## src/rtl/alu_serial_nbit.sv

```systemverilog
// Serial N-bit ALU (NOR/XOR/ADD/SUB): DIGIT bits per clock, LSB first, carry held between digits.
// Latency: out_valid rises NDIG cycles after the accept edge; one result per NDIG+2 cycles at best.
// Backpressure: result and flags held in DONE until out_ready; in_ready low outside IDLE, no queueing.
module alu_serial_nbit #(
    parameter int WIDTH = 8,
    parameter int DIGIT = 1
) (
    input  logic             clk,
    input  logic             rst_n,
    input  logic             in_valid,
    output logic             in_ready,
    input  logic [WIDTH-1:0] a,
    input  logic [WIDTH-1:0] b,
    input  logic             cin,
    input  logic [1:0]       op,
    output logic             out_valid,
    input  logic             out_ready,
    output logic [WIDTH-1:0] s,
    output logic             cout,
    output logic             zero,
    output logic             ovf
);
    localparam int NDIG  = WIDTH / DIGIT;
    localparam int CNT_W = (NDIG > 1) ? $clog2(NDIG) : 1;

    localparam logic [1:0] OP_NOR = 2'b00;
    localparam logic [1:0] OP_XOR = 2'b01;
    localparam logic [1:0] OP_SUB = 2'b11;

    typedef enum logic [1:0] {IDLE, RUN, DONE} state_t;

    state_t           state;
    logic [CNT_W-1:0] cnt;
    logic             carry;
    logic [1:0]       op_q;
    logic [WIDTH-1:0] a_sh;
    logic [WIDTH-1:0] b_sh;
    logic [WIDTH-1:0] r_sh;

    logic [DIGIT-1:0] da;
    logic [DIGIT-1:0] db;
    logic [DIGIT-1:0] dbx;
    logic [DIGIT:0]   sum;
    logic [DIGIT-1:0] res_dig;
    logic [WIDTH-1:0] r_next;
    logic             is_arith;
    logic             c_msb_in;
    logic             last;

    assign in_ready = (state == IDLE);

    always_comb begin
        da       = a_sh[DIGIT-1:0];
        db       = b_sh[DIGIT-1:0];
        is_arith = op_q[1];
        dbx      = (op_q == OP_SUB) ? ~db : db;
        sum      = {1'b0, da} + {1'b0, dbx} + {{DIGIT{1'b0}}, carry};
        // Carry into the top bit of the digit, recovered from the sum bit itself.
        c_msb_in = da[DIGIT-1] ^ dbx[DIGIT-1] ^ sum[DIGIT-1];
        case (op_q)
            OP_NOR:  res_dig = ~(da | db);
            OP_XOR:  res_dig = da ^ db;
            default: res_dig = sum[DIGIT-1:0];
        endcase
        r_next = (r_sh >> DIGIT) | (WIDTH'(res_dig) << (WIDTH - DIGIT));
        last   = (cnt == CNT_W'(NDIG - 1));
    end

    always_ff @(posedge clk) begin
        if (!rst_n) begin
            state     <= IDLE;
            cnt       <= '0;
            carry     <= 1'b0;
            op_q      <= OP_NOR;
            a_sh      <= '0;
            b_sh      <= '0;
            r_sh      <= '0;
            s         <= '0;
            cout      <= 1'b0;
            zero      <= 1'b0;
            ovf       <= 1'b0;
            out_valid <= 1'b0;
        end else begin
            case (state)
                IDLE: begin
                    if (in_valid) begin
                        a_sh  <= a;
                        b_sh  <= b;
                        op_q  <= op;
                        carry <= cin;
                        cnt   <= '0;
                        state <= RUN;
                    end
                end
                RUN: begin
                    a_sh <= a_sh >> DIGIT;
                    b_sh <= b_sh >> DIGIT;
                    r_sh <= r_next;
                    cnt  <= cnt + CNT_W'(1);
                    if (is_arith) begin
                        carry <= sum[DIGIT];
                    end
                    if (last) begin
                        s         <= r_next;
                        zero      <= (r_next == '0);
                        cout      <= is_arith & sum[DIGIT];
                        ovf       <= is_arith & (c_msb_in ^ sum[DIGIT]);
                        out_valid <= 1'b1;
                        state     <= DONE;
                    end
                end
                DONE: begin
                    if (out_ready) begin
                        out_valid <= 1'b0;
                        state     <= IDLE;
                    end
                end
                default: state <= IDLE;
            endcase
        end
    end
endmodule

```

## config.mk

```make
export PLATFORM = sky130hd
export DESIGN_NAME = alu_serial_nbit
export DESIGN_NICKNAME = d
export VERILOG_FILES = /design/src/rtl/alu_serial_nbit.sv
export SDC_FILE = /design/constraint.sdc
export NUM_CORES = 1
export LEC_CHECK = 0
export ABC_AREA = 1
export CELL_PAD_IN_SITES_DETAIL_PLACEMENT = 1
export CELL_PAD_IN_SITES_GLOBAL_PLACEMENT = 2
export CORE_AREA = 3 3 87 89
export CTS_CLUSTER_SIZE = 24
export DETAILED_ROUTE_END_ITERATION = 7
export DIE_AREA = 0 0 90 92
export MAX_ROUTING_LAYER = met4
export PLACE_DENSITY = 0.77
export SYNTH_ARGS = -nofsm -noshare
export SYNTH_HDL_FRONTEND = slang
export SYNTH_SLANG_ARGS = --single-unit
```

## constraint.sdc

```tcl
create_clock -name clk -period 1.65 [get_ports clk]
set_input_delay 0.33 -clock clk [delete_from_list [all_inputs] [get_ports clk]]
set_output_delay 0.33 -clock clk [all_outputs]
set_load 0.01 [all_outputs]
```

After elaboration in Yosys (flattened, before gate mapping)

Cells that the tools add are included.

Register bits after elaboration: 44
Latch bits: 0
Memory bits (writable): 0
ROM bits: 0
Input bits: 23
Output and inout port bits: 13
Logic and storage cells: 63
Memories kept: 0

Add/subtract/negate cells: 3
Multiply operators: 0
Divide/modulo/power cells: 0
Order comparisons: 0
Eq/ne operators: 9
Shift-type cells: 0
Multiplexer cells: 18
Bitwise gates (word level): 10
Reduce and logical (&&, ||, !) cells: 11

Operators by type and width:

| cell                | count |
|---|---|
| $pmux 8 s2          | 2 |
| $mux 8              | 2 |
| $reduce_and 3->1    | 3 |
| $logic_not 8->1     | 1 |
| $ne 2x2->1 const B  | 4 |
| $or 7x8->8          | 1 |
| $mux 2              | 3 |
| $pmux 1 s2          | 3 |
| $pmux 2 s3          | 1 |
| $pmux 3 s2          | 1 |
| $reduce_and 2->1    | 3 |
| $mux 1              | 5 |
| $eq 2x1->1 const B  | 2 |
| $eq 2x2->1 const B  | 2 |
| $logic_not 2->1     | 2 |
| $reduce_bool 2->1   | 2 |
| $xor 1x1->1         | 4 |
| $add 3x1->3 const B | 1 |
| $eq 3x3->1 const B  | 1 |
| $mux 3              | 1 |
| $add 1x1->2         | 1 |
| $add 2x1->2         | 1 |
| $and 1x1->1         | 2 |
| $not 1->1           | 2 |
| $or 1x1->1          | 1 |

Depth between registers and ports, before layout

Gate-level depths: netlist of run 1.

Depth in word-level cells: 7
Gate-level depth with buffers: 8
Depth with buffers taken out: 7

Worst setup path after synthesis of run 1

Ideal clock, no wire load.

Path kind: flip-flop to flip-flop
Start point: register op_q[1]
End point: register zero
Arrival: 1299 ps
Data required time: 1580 ps
Slack: 280 ps
Stages on the path, launching flop included: 8
Buffers on the path: 0
Cells stage by stage: dfxtp_1 -> nand2_1 -> xor2_1 -> fa_1 -> nand2_1 -> nand2_1 -> nand2_1 -> a21oi_1

Word-level cells in the longest chain between the ends: 7
Elaborated cells on any way between the ends: 9
Those cells by class: add/sub: 2; eq/ne: 2; mux: 2; bitwise: 1; reduce/logical: 2

RTL lines:

| element                  | RTL line | source |
|---|---|---|
| start: declaration       | 35       | `logic [1:0] op_q;` |
| start signal: assignment | 89       | `op_q <= op;` |
| $eq 2x2->1               | 56       | `dbx = (op_q == OP_SUB) ? ~db : db;` |
| $mux 1                   | 56       |  |
| $add 1x1->2              | 57       | `sum = {1'b0, da} + {1'b0, dbx} + {{DIGIT{1'b0}}, carry};` |
| $add 2x1->2              | 57       |  |
| $pmux 1 s2 (*)           | 60       | `case (op_q)` |
| $or 7x8->8 (*)           | 65       | `r_next = (r_sh >> DIGIT) \| (WIDTH'(res_dig) << (WIDTH - DIGIT));` |
| $logic_not 8->1 (*)      | 105      | `zero <= (r_next == '0);` |
| end signal: assignment   | 105      |  |
| end: declaration         | 20       | `output logic zero,` |

Every way passes the cells marked *; elsewhere a longest branch is shown, timed or not.
A chain may end at the register's enable or synchronous reset.

Final worst setup path of run 1

Ends and elaborated chain as after synthesis.

==> results of run 1 <==
cells by family after synthesis:
| kind of cell | after synthesis | synth area share |
|---|---|---|
| XOR/XNOR | 1 | 0.00456 |
| buffers and inverters | 28 | 0.0756 |
| AND/OR/NAND/NOR | 139 | 0.296 |
| AO/OA/AOI/OAI | 50 | 0.139 |
| adder cells (fa/ha/maj) | 5 | 0.0365 |
| flip-flops | 43 | 0.448 |
cells in the mapped netlist (3+ instances only):
| cell | count |
|---|---|
| a21oi_1 | 21 |
| ha_1 | 4 |
| nand3_1 | 7 |
| buf_2 | 3 |
| dfxtp_1 | 43 |
| nor2_4 | 3 |
| nor2_1 | 47 |
| o21ai_0 | 24 |
| inv_1 | 12 |
| buf_4 | 5 |
| nand2_1 | 80 |
how the worst max path moves through the flow:
stage / startpoint / end / slack [ps] / depth (start not counted)
floorplan: op_q[1] / zero / 280 / 7
global placement: in_valid / a_sh[4] / 100 / 7
detailed placement: in_valid / b_sh[5] / 60 / 7
CTS: op_q[1] / zero / 90 / 7
global route: op_q[1] / ovf / 30 / 7
finish: op_q[1] / zero / 120 / 7
placed cells by master (no fill, tap or decap), types with 2 or more instances in the layout:
cell,netlist,layout
nand2_1,80,80
nor2_1,47,47
dfxtp_1,43,41
clkdlybuf4s50_1,0,34
o21ai_0,24,24
a21oi_1,21,21
inv_1,12,12
buf_4,5,9
nand3_1,7,7
clkbuf_8,0,5
ha_1,4,4
nor2_4,3,3
inv_2,2,2
nand2_4,2,2
dfxtp_2,0,2
stage by stage:
step	hold slack [ps]	cells	worst slack (ps)
finish	468	402	116
global route	492	402	26.8
CTS	470	402	86.9
detailed placement	457	393	64.8
global placement	450	393	98.3
floorplan	432	266	280
power by group:
part	internal, W	switching (W)	total, W
Clock	0.000444	0.000360	0.000804
Sequential	0.00111	0.0000449	0.00115
Combinational	0.000172	0.000220	0.000392
registers in the layout, indices dropped and copies added, names as in the netlist, 2 cells and up:
register	flops
cnt	3
a_sh	8
r_sh	7
s	8
b_sh	8
op_q	2
state	2
cell type report:
class / instances / area (µm²)
fillers: 850 / 4330
flip-flops and latches: 43 / 863
well taps: 96 / 120
inverters: 16 / 62.6
clock buffers: 6 / 72.6
multi-input cells: 195 / 915
clock inverters: 1 / 30.0
repair buffers: 45 / 437
timing repair:
item	in CTS	in global routing
gates resized for setup	3	0
setup endpoints to repair	1	0
setup buffers	2	0
per-layer routing:
layer | wire, µm | GRT usage | up-vias
li1 | - | - | 915
met1 | 2320 | 0.154 | 804
met4 | 59 | 0.0446 | 0
met5 | 0 | - | -
met3 | 154 | 0.0295 | 7
met2 | 2230 | 0.203 | 31
==> results_dict.tcl, run 1 <==
set metrics [dict create \
    die_h_um 92 \
    synth-seq-cells 43 \
    cellLeakagePower_nw 1.05 \
    worstPathRequired_ps 1880 \
    vias_per_cell 4.37 \
    drt_first_pass_iters 4 \
    synth_top_cell_by_area "dfxtp_1" \
    clk_pin_slew_ps 90 \
    coreArea_um2 6830 \
    powerDensity_nw_per_um2 939 \
    synthesis.nets 294 \
    cp_slowest_stage_delay_ps 480 \
    path_delay_family "adder cells" \
    antenna_found_initial 0 \
    pin_count 36 \
    drtIter0Drc 46 \
    clock-sinks 43 \
    startpoint_type "flip-flop" \
    path_buf_inv 0 \
    slew_headroom 0.621 \
    final_core_util 0.366 \
    drive_above_1_share 0.0882 \
    grt_pass1_wl_mm 8.21 \
    cts_buffers 5 \
    yosys_warnings 0 \
    synth_edf_count 0 \
    place_area_um2 2380 \
    syn_inst 266 \
    rows 30 \
    r2r_start "op_q[1]" \
    h-tree-depth 2 \
    fmax_mhz 652 \
    wl_per_cell_um 11.9 \
    drc 0 \
    min_to "cnt[0]" \
    max_cap_viol_count 0 \
    path_cells "nand2_1 -> xor2_1 -> fa_1 -> nand2_1 -> nand2_1 -> nand2_1 -> a21oi_1" \
    r2r_setup_slack_ps 120 \
    gp_congestion 0.720 \
    rsz0062_at_grt "no" \
    fin_area_um2 2500 \
    drt_wl_total_mm 4.77 \
    synth_top_cells_by_area "dfxtp_1 (45%), nand2_1 (16%), nor2_1 (9.2%)" \
    min_from "cnt[0]" \
    yosysSeqAreaShare 0.448 \
    netlist_area_um2 1920 \
    nNetsFinal 334 \
    hold_violations 0 \
    worst_r2r_path_depth 7 \
    crit_path_frequent_cell "nand2_1" \
    synthArstFlopShare 0 \
    areaGrowthSynthToFinish_pct 30.2 \
    fin_crit_sh 0.929 \
    grt.total_usage 0.126 \
    fin_total_pwr_w 0.00235 \
    period_minus_slack_ps 1530 \
    route.vias.total 1757 \
    tightest_slew_ps 568 \
    dp_hpwl_mm 3.39 \
    skew_ps 11.0 \
    fin_setup_tns_ps 0 \
    ctsHoldBuffers 0 \
    slew_viol_final 0 \
    cts_buffer_depth 2 \
    root_buffer "clkbuf_8" \
    grt_pass1_vias 1730 \
    setup_violations 0 \
    fp.dieW_um 90 \
    ys.flop_type "dfxtp_1" \
    cts_tree "built" \
    diodes 0 \
    ir_drop_uv 428 \
    clkLatencyLatePin_ps 300 \
    status "complete, no violations" \
    crit_path_end_kind "flip-flop" \
    dieArea_um2 8280 \
    cp_slowest_cell "fa_1" \
    hp-class "reg2reg" \
    arrival_ps 1760 \
    rr_endpoint "zero" \
    whs_path_depth 1 \
    syn_avg_cell_area_um2 7.22 \
    port-buffer-count 35 \
    critPathKind "reg2reg" \
    initial_core_util 0.281 \
    synth_cell_types 24 \
    path_max_fanout 4 \
    grt_overflow 0 \
    grt_max_degree 26 \
    synth_top_area_share 0.448 \
    ant_nets 0 \
]
(Power assumes the default switching activity.)
==> inputs of run 2 (changes only) <==
CORE_AREA = 2 2 86 88   (was 3 3 87 89)
DIE_AREA = 0 0 88 90   (was 0 0 90 92)
clock period = 1.5 ns   (was 1.65 ns; I/O delays follow)
==> run 2 against run 1 <==
Net effect: critical path depth unchanged; core utilization increased by 0.46 points; clock skew decreased by 5.4 ps; largest power group unchanged.
==> results_dict.tcl, run 2 (synthesis gave the netlist of run 1 again) <==
set metrics [dict create \
    status "complete, no violations" \
    h-tree-depth 2 \
    fin_crit_sh 0.963 \
    initial_core_util 0.274 \
    hp-class "reg2reg" \
    ant_nets 0 \
    skew_ps 5.56 \
    cts_tree "built" \
    vias_per_cell 4.34 \
    pin_count 36 \
    use_met2 0.200 \
    p_int_w 0.00193 \
    period_minus_slack_ps 1440 \
    cts_buffers 5 \
    rows 31 \
    slew_viol_final 0 \
    clock-sinks 43 \
    port-buffer-count 35 \
    fin_area_um2 2600 \
    dieArea_um2 7920 \
    place_area_um2 2440 \
    cellLeakagePower_nw 1.28 \
    max_cap_viol_count 0 \
    grt_pass1_vias 1714 \
    mostFrequentLayoutCells "nand2_1 (78), nor2_1 (46), dfxtp_1 (37)" \
    fin_setup_tns_ps 0 \
    clk_pin_slew_ps 90 \
    power_frac_seq 0.475 \
    nNetsFinal 335 \
    reg_top3 "a_sh x8, b_sh x8, s x8" \
    grt_overflow 0 \
    p_sw_frac 0.276 \
    path_max_fanout 3 \
    timing.hold.ws_ps 433 \
    worstPathRequired_ps 1750 \
    final-seq-area_um2 868 \
    diodes 0 \
    dp_hpwl_mm 3.39 \
    areaGrowthSynthToFinish_pct 35.4 \
    ctsHoldBuffers 0 \
    arrival_ps 1690 \
    rsz0062_at_grt "no" \
    grt-busiest-layer "met2" \
    ir_drop_uv 334 \
    p_clk_frac 0.348 \
    tightest_slew_ps 276 \
    startpoint_type "flip-flop" \
    drive_above_1_share 0.130 \
    cts_buffer_depth 2 \
    multi_input_area_um2 928 \
    fmax_mhz 692 \
    final_cells 407 \
    drt_wl_total_mm 4.77 \
    die_h_um 90 \
    gp_congestion 0.762 \
    gr-usage-met1 0.169 \
    hold_violations 0 \
    drt_first_pass_iters 4 \
    setup_violations 0 \
    route.vias.total 1768 \
    comb_power_share 0.176 \
    grt_max_degree 27 \
    root_buffer "clkbuf_8" \
    critPathKind "reg2reg" \
    num-fill-cells 879 \
    drc 0 \
    mostFrequentLayoutCell "nand2_1" \
    met3_usage 0.0248 \
    grt_pass1_wl_mm 7.99 \
    coreArea_um2 7020 \
    drtIter0Drc 41 \
    wl_per_cell_um 11.7 \
    clkLatencyLatePin_ps 300 \
    crit_path_end_kind "flip-flop" \
    p_sw_w 0.000735 \
    antenna_found_initial 0 \
    fp.dieW_um 88 \
    slew_headroom 0.816 \
    dp_cells 398 \
    powerDensity_nw_per_um2 1020 \
    grt.total_usage 0.131 \
]
## run 2: worst paths after layout
path                 end  slack [ps]  cells after the start     from
setup / recovery    zero          60                      7  op_q[0]
hold / removal    cnt[0]         430                      1   cnt[0]
setup reg to reg    zero          60                      7  op_q[0]
hold reg to reg   cnt[0]         430                      1   cnt[0]
## run 2: through the flow
stage | utilization | power (W) | worst slack, ps
floorplan | - | 0.00158 | 130
global placement | 0.347 | 0.00175 | -25.3
detailed placement | 0.347 | 0.00176 | -36.4
CTS | 0.364 | 0.00270 | 8.18
global route | 0.371 | 0.00282 | 3.53
finish | 0.371 | 0.00266 | 55.8
## run 2: worst max-delay path, stage by stage (launching register included)
cell and delay (ps):
dfxtp_2 340, nand2_1 60, xor2_1 160, fa_1 490, nand2_1 70, nand2_2 100, nand2_2 60, a21oi_2 100
## run 2: what timing repair did
item	CTS	global route
pin swaps	0	1
gates resized for setup	4	22
setup endpoints to repair	3	17
buffers inserted	1	0
gates cloned	0	0
## run 2: routing by layer
metal | up-vias | share of wire
li1 | 918 | -
met1 | 813 | 0.50
met2 | 30 | 0.46
met3 | 7 | 0.030
met4 | 0 | 0.011
met5 | - | 0
## run 2: final cells by class
type	count	area share
well taps	99	0.0476
repair buffers	46	0.194
multi-input cells	195	0.357
flip-flops and latches	43	0.334
clock inverters	3	0.0168
inverters	16	0.0241
clock buffers	5	0.0265
## run 2: power groups by stage
stage	Clock, W	Combinational, W	Sequential [W]
3_5_place_dp	0	0.000473	0.00129
3_3_place_gp	0	0.000460	0.00129
4_1_cts	0.000961	0.000477	0.00126
6_report	0.000927	0.000469	0.00127
5_1_grt	0.00101	0.000540	0.00128
2_1_floorplan	0	0.000299	0.00128
==> inputs of run 3 (changes only) <==
CAP_MARGIN = 20   (was unset)
==> results of run 3 <==
The final DEF is identical to that of run 2; final timing and power are the same.
